==> src/rtl/usr_pkg.sv <==
// Shared types and helpers for the universal shift sequencer (usr_seq).
package usr_pkg;

    typedef enum logic [2:0] {
        OP_NOP   = 3'd0,
        OP_SHR   = 3'd1,
        OP_SHL   = 3'd2,
        OP_LOAD  = 3'd3,
        OP_ROR   = 3'd4,
        OP_ROL   = 3'd5,
        OP_ASR   = 3'd6,
        OP_CLEAR = 3'd7
    } op_e;

    typedef enum logic {
        ST_IDLE = 1'b0,
        ST_RUN  = 1'b1
    } state_e;

    // Shifts saturate at the register width; rotates wrap, since a full turn is a no-op.
    function automatic int unsigned eff_amt(op_e op, int unsigned amt, int unsigned width);
        case (op)
            OP_SHR, OP_SHL, OP_ASR: return (amt > width) ? width : amt;
            OP_ROR, OP_ROL:         return amt % width;
            default:                return 0;
        endcase
    endfunction

endpackage

==> src/rtl/usr_if.sv <==
// Command/serial/status bundle between a controller and usr_seq.
interface usr_if #(
    parameter int unsigned WIDTH = 8,
    parameter int unsigned AMT_W = $clog2(WIDTH) + 1
) ();
    logic              cmd_valid;
    logic              cmd_ready;
    usr_pkg::op_e      cmd_op;
    logic [AMT_W-1:0]  cmd_amt;
    logic [WIDTH-1:0]  cmd_data;
    logic              sin_r;
    logic              sin_l;
    logic              abort;
    logic [WIDTH-1:0]  q;
    logic              sout_r;
    logic              sout_l;
    logic              busy;
    logic              done;

    modport master (
        output cmd_valid, cmd_op, cmd_amt, cmd_data, sin_r, sin_l, abort,
        input  cmd_ready, q, sout_r, sout_l, busy, done
    );

    modport slave (
        input  cmd_valid, cmd_op, cmd_amt, cmd_data, sin_r, sin_l, abort,
        output cmd_ready, q, sout_r, sout_l, busy, done
    );
endinterface

==> src/rtl/usr_step.sv <==
// Single-step next-value function for the shift/rotate ops; other ops hold q.
module usr_step
    import usr_pkg::*;
#(
    parameter int unsigned WIDTH = 8
) (
    input  logic [WIDTH-1:0] q,
    input  op_e              op,
    input  logic             sin_r,
    input  logic             sin_l,
    output logic [WIDTH-1:0] q_next
);

    always_comb begin
        // NOTE: assign a default before the case so every path drives q_next; otherwise a latch is inferred.
        q_next = q;
        case (op)
            OP_SHR:  q_next = {sin_r, q[WIDTH-1:1]};
            OP_SHL:  q_next = {q[WIDTH-2:0], sin_l};
            OP_ROR:  q_next = {q[0], q[WIDTH-1:1]};
            OP_ROL:  q_next = {q[WIDTH-2:0], q[WIDTH-1]};
            OP_ASR:  q_next = {q[WIDTH-1], q[WIDTH-1:1]};
            default: q_next = q;
        endcase
    end

endmodule

==> src/rtl/usr_seq.sv <==
// Parametrised universal shift register: one bit per clock, with load/clear, abort and done pulse.
module usr_seq
    import usr_pkg::*;
#(
    parameter int unsigned WIDTH = 8,
    parameter int unsigned AMT_W = $clog2(WIDTH) + 1
) (
    input  logic  clk,
    input  logic  rst,
    usr_if.slave  bus
);

    state_e           state, state_n;
    op_e              op_r, op_n;
    logic [AMT_W-1:0] cnt, cnt_n;
    logic [WIDTH-1:0] q_r, q_n, q_step;
    logic             done_r, done_n;
    logic [AMT_W-1:0] eff;

    assign eff = AMT_W'(eff_amt(bus.cmd_op, 32'(bus.cmd_amt), WIDTH));

    usr_step #(.WIDTH(WIDTH)) u_step (
        .q      (q_r),
        .op     (op_r),
        .sin_r  (bus.sin_r),
        .sin_l  (bus.sin_l),
        .q_next (q_step)
    );

    always_comb begin
        state_n = state;
        op_n    = op_r;
        cnt_n   = cnt;
        q_n     = q_r;
        done_n  = 1'b0;
        case (state)
            ST_IDLE: begin
                if (bus.cmd_valid) begin
                    case (bus.cmd_op)
                        OP_NOP:   done_n = 1'b1;
                        OP_LOAD:  begin q_n = bus.cmd_data; done_n = 1'b1; end
                        OP_CLEAR: begin q_n = '0;           done_n = 1'b1; end
                        default: begin
                            if (eff == '0) begin
                                done_n = 1'b1;
                            end else begin
                                state_n = ST_RUN;
                                op_n    = bus.cmd_op;
                                cnt_n   = eff;
                            end
                        end
                    endcase
                end
            end
            ST_RUN: begin
                // The final step always lands; abort only decides whether done is reported.
                if (cnt == AMT_W'(1)) begin
                    q_n     = q_step;
                    cnt_n   = '0;
                    state_n = ST_IDLE;
                    done_n  = ~bus.abort;
                end else if (bus.abort) begin
                    cnt_n   = '0;
                    state_n = ST_IDLE;
                end else begin
                    q_n   = q_step;
                    cnt_n = cnt - AMT_W'(1);
                end
            end
            default: state_n = ST_IDLE;
        endcase
    end

    // NOTE: sequential state uses non-blocking assignments so every register samples pre-edge values.
    always_ff @(posedge clk) begin
        if (rst) begin
            state  <= ST_IDLE;
            op_r   <= OP_NOP;
            cnt    <= '0;
            q_r    <= '0;
            done_r <= 1'b0;
        end else begin
            state  <= state_n;
            op_r   <= op_n;
            cnt    <= cnt_n;
            q_r    <= q_n;
            done_r <= done_n;
        end
    end

    assign bus.cmd_ready = (state == ST_IDLE);
    assign bus.busy      = (state == ST_RUN);
    assign bus.q         = q_r;
    assign bus.sout_r    = q_r[0];
    assign bus.sout_l    = q_r[WIDTH-1];
    assign bus.done      = done_r;

endmodule

==> src/flat_wrapper.sv <==
// flat-port wrapper written by rule: the top's interface ports become plain ports
module usr_seq_flat import usr_pkg::*;
#(
    parameter int unsigned WIDTH = 8,
    parameter int unsigned AMT_W = $clog2(WIDTH) + 1
)
  (clk, rst, bus_cmd_valid, bus_cmd_op, bus_cmd_amt, bus_cmd_data, bus_sin_r, bus_sin_l, bus_abort, bus_cmd_ready, bus_q, bus_sout_r, bus_sout_l, bus_busy, bus_done);
  usr_if #(.WIDTH(WIDTH), .AMT_W(AMT_W)) bus_i ();
  input  logic clk;
  input  logic rst;
  input wire logic [$bits(bus_i.cmd_valid)-1:0] bus_cmd_valid;
  input wire logic [$bits(bus_i.cmd_op)-1:0] bus_cmd_op;
  input wire logic [$bits(bus_i.cmd_amt)-1:0] bus_cmd_amt;
  input wire logic [$bits(bus_i.cmd_data)-1:0] bus_cmd_data;
  input wire logic [$bits(bus_i.sin_r)-1:0] bus_sin_r;
  input wire logic [$bits(bus_i.sin_l)-1:0] bus_sin_l;
  input wire logic [$bits(bus_i.abort)-1:0] bus_abort;
  output wire logic [$bits(bus_i.cmd_ready)-1:0] bus_cmd_ready;
  output wire logic [$bits(bus_i.q)-1:0] bus_q;
  output wire logic [$bits(bus_i.sout_r)-1:0] bus_sout_r;
  output wire logic [$bits(bus_i.sout_l)-1:0] bus_sout_l;
  output wire logic [$bits(bus_i.busy)-1:0] bus_busy;
  output wire logic [$bits(bus_i.done)-1:0] bus_done;
  assign bus_i.cmd_valid = bus_cmd_valid;
  assign bus_i.cmd_op = bus_cmd_op;
  assign bus_i.cmd_amt = bus_cmd_amt;
  assign bus_i.cmd_data = bus_cmd_data;
  assign bus_i.sin_r = bus_sin_r;
  assign bus_i.sin_l = bus_sin_l;
  assign bus_i.abort = bus_abort;
  assign bus_cmd_ready = bus_i.cmd_ready;
  assign bus_q = bus_i.q;
  assign bus_sout_r = bus_i.sout_r;
  assign bus_sout_l = bus_i.sout_l;
  assign bus_busy = bus_i.busy;
  assign bus_done = bus_i.done;
  usr_seq #(.WIDTH(WIDTH), .AMT_W(AMT_W)) u_core (.clk(clk), .rst(rst), .bus(bus_i));
endmodule
==> config.mk <==
export PLATFORM = sky130hd
export DESIGN_NAME = usr_seq_flat
export DESIGN_NICKNAME = d
export VERILOG_FILES = /design/src/rtl/usr_pkg.sv /design/src/rtl/usr_if.sv /design/src/rtl/usr_step.sv /design/src/rtl/usr_seq.sv /design/src/flat_wrapper.sv
export SDC_FILE = /design/constraint.sdc
export NUM_CORES = 1
export LEC_CHECK = 0
export CORE_ASPECT_RATIO = 1.5
export CORE_UTILIZATION = 50
export CTS_CLUSTER_DIAMETER = 80
export DETAILED_ROUTE_END_ITERATION = 10
export PLACE_DENSITY = 0.81
export SYNTH_ARGS = -nofsm -noshare
export SYNTH_HDL_FRONTEND = slang
export SYNTH_HIERARCHICAL = 1
export SYNTH_SLANG_ARGS = --single-unit
export TNS_END_PERCENT = 50
==> constraint.sdc <==
create_clock -name clk -period 2.1 [get_ports clk]
set_input_delay 0.315 -clock clk [delete_from_list [all_inputs] [get_ports clk]]
set_output_delay 0.315 -clock clk [all_outputs]
set_load 0.005 [all_outputs]
==> summary.txt <==
Status
  • Outcome: complete, no violations

Hold path
  • Hold Crit Depth: 2
  • Hold Crit Class: register to register
  • Hold Path Origin: u_core/cnt[3]
  • Hold endpoint: u_core/cnt[3]

Setup path
  • WP data arrival: 2060 ps
  • Worst path buffer plus inverter count: 1
  • Slowest stage delay, CP: 570 ps
  • Worst setup EP type: register
  • Worst reg2reg path startpoint: u_core/op_r[2]
  • Setup CP Type: input port to register
  • Crit start category: input port
  • Sequence of cells on the critical path: clkdlybuf4s50_1 -> a211o_1 -> a21boi_0 -> a2bb2oi_1 -> o21ai_0 -> a21oi_1
  • CP required: 2270 ps
  • Reg2reg setup slack: 300 ps
  • R2R Path End: u_core/bus.q[1]
  • Worst Reg-to-Reg Cells: 6
  • Slowest cell on crit path: clkdlybuf4s50_1
  • CP Max Fanout: 10
  • CP delay by family, top: compound AO/OA/AOI/OAI gates

Clock network
  • Clock slew at reported path FFs: ~60 ps
  • Clock sinks: 17
  • TritonCTS clock tree: yes
  • Cts repair resizes: 0
  • Clk Latency, worst-skew pair: 240 ps
  • Root buffer cell: clkbuf_8
  • Clock buffer depth: 2
  • CTS buffer count: 3
  • Hold buffers post-CTS: 0
  • # H-tree levels: 1
  • Setup Buffers After CTS: 0

Die
  • Io pins: 34
  • Die Ht: 67.7 um
  • Initial Utilization: 0.532
  • DIE WIDTH: roughly 46 um
  • Die footprint: 3100 um2
  • Rows: 23
  • Core region area: 2710 um2

Routing
  • Initial DRC Count: 60
  • Vias per inst: 6.06
  • WL final: 3.76 mm
  • Post-route ant nets: 0
  • Drt wl/cell: 15.3 um
  • Pre-Repair DR Iteration Count: 4
  • Vias: around 1500
  • DRC Markers: 0

Yosys
  • Mean Syn Cell Area: 8.08 um2
  • Yosys reg bits: 17
  • Ys Warns: 6
  • Post-synth top area share: 0.237
  • Most area-consuming cells after synthesis: dfxtp_1, a21oi_1, mux2i_1
  • Share of flip-flops with an asynchronous set or reset: 0
  • Share of the yosys chip area belonging to registers: 0.237
  • Synthesized instance count: 178
  • Post-synth EDFFs: 0
  • Most frequent cells after synthesis: a21oi_1, dfxtp_1, nor2_1, nor2b_1, o21ai_0
  • Top cell type by total area after synthesis: dfxtp_1
  • Net Count, Synth: 201
  • Ys flop type: dfxtp_1
  • Syn Std Cell Area: 1440 um2
  • Post-synthesis cell type count: 44

Placement
  • IO Port Bufs: 33
  • Area after DPL: 1810 um2
  • Post-place setup slack: -14.8 ps
  • Detail Placement HPWL: 2.91 mm
  • Gpl congestion: 0.934

Timing
  • Unrepaired setup endpoints after global routing: false
  • Hold Vio Cnt, Final: 0
  • Final setup fails: 0
  • FMAX: 0.528 GHz
  • Clock Skew: 2.67 ps
  • Worst-Margin Slew: about 600 ps
  • Min setup slack post-route: 205 ps
  • Pins over their slew limit: 0
  • Max transition margin: 0.596
  • Total negative slack: 0 ps
  • Minimum clock period: 1890 ps
  • Final Cycle Share: 0.902

GRT
  • Total grt overflow: 0
  • Initial antenna violation count: 0
  • All-Layer GR Usage: 0.269
  • Largest net degree at the start of global routing: 27
  • First-pass GRT wire length: 6.28 mm
  • Number of global-route vias before repair: 1465

Pwr
  • Logic pwr share: 0.405
  • Psw: 0.351 mW
  • Sw frac: 0.327
  • Part of the power in registers: 0.381
  • Internal: 0.724 mW
  • Clock share of power: 0.214
  • Leak Pwr: 0.672 nW
  • Peak VDD IR: approximately 0.36 mV
  • Pwr Density: 581 nW/um2

Final layout
  • Layout cell share with drive strength beyond 1: 0.106
  • P&R area growth vs syn: 28.7%
  • Multi-input logic area: between 900 and 1000 um2
  • N_diodes: 0
  • Post-layout util: 0.685
  • Final instance area: 1850 um2
  • Register Area: 340 um2
  • Filler Cell Count: 252
  • Post-layout nets: 232

Job
  • Maxcap violations: 0
power groups by stage:
| stage | clock network [mW] | registers [mW] | logic [mW] |
|---|---|---|---|
| after CTS | 0.241 | 0.409 | 0.431 |
| after global routing | 0.255 | 0.417 | 0.475 |
| final | 0.230 | 0.410 | 0.435 |
| after floorplan | 0 | 0.394 | 0.290 |
| after global placement | 0 | 0.413 | 0.412 |
| after detailed placement | 0 | 0.416 | 0.429 |
worst register-to-register path, cell delays in order, from the launching register on:
cell and delay [ps]:
dfxtp_1 580, buf_12 200, and2b_1 250, inv_1 70, o221a_2 270, a22oi_1 180
a211oi_1 100
how the worst max path moves through the flow:
stage,from,to,slack (ps),depth (start not counted)
2_1_floorplan,u_core/cnt[1],u_core/bus.q[7],490,7
3_3_place_gp,bus_cmd_op[2],u_core/cnt[2],120,6
3_5_place_dp,bus_cmd_op[1],u_core/op_r[2],-10,6
4_1_cts,bus_cmd_op[1],u_core/op_r[2],230,6
5_1_grt,u_core/op_r[2],u_core/bus.q[1],120,6
6_report,bus_cmd_op[1],u_core/op_r[2],210,6
kinds of logic (layout without fill, tap and decap cells):
family / count (synthesis) / in the layout / share of synthesized area
compound gates: 73 / 73 / 0.384
buf+inv: 22 / 52 / 0.0835
fa+ha+maj: 2 / 2 / 0.0174
simple gates: 55 / 55 / 0.207
mux: 9 / 9 / 0.0713
flops: 17 / 17 / 0.237
layout make-up:
class / instances / area share
Inverter: 7 / 0.0142
Timing Repair Buffer: 41 / 0.224
Sequential cell: 17 / 0.184
Tap cell: 37 / 0.0250
Clock buffer: 4 / 0.0243
Multi-Input combinational cell: 139 / 0.528
cell usage in the layout, fill, tap and decap left out, types with 5 or more instances in the layout:
cell type	count
a211oi_1	6
a21oi_1	17
a22oi_1	8
buf_4	6
clkdlybuf4s50_1	33
dfxtp_1	17
inv_1	7
mux2i_1	8
nand2b_1	7
nor2_1	16
nor2b_1	11
nor3_1	8
o211a_1	5
o21ai_0	11
registers in the layout, summed over array words and instances (netlist names):
name	flops
u_core/bus.busy	1
u_core/bus.q	8
u_core/cnt	4
u_core/op_r	3
u_core/bus.done	1
per-layer routing:
| layer | GRT usage | up-vias | routed length [um] |
|---|---|---|---|
| li1 | - | 734 | - |
| met1 | 0.274 | 699 | 1450 |
| met2 | 0.523 | 42 | 2090 |
| met3 | 0.0187 | 10 | 102 |
| met4 | 0.129 | 0 | 112 |
| met5 | 0 | - | 0 |
through the flow:
stage / hold slack (ps) / total power, mW / instances
final: 499 / 1.08 / 245
after floorplan: 453 / 0.684 / 178
after global routing: 538 / 1.15 / 245
after global placement: 480 / 0.825 / 241
after detailed placement: 495 / 0.845 / 241
after CTS: 505 / 1.08 / 245
(Power assumes the default switching activity.)
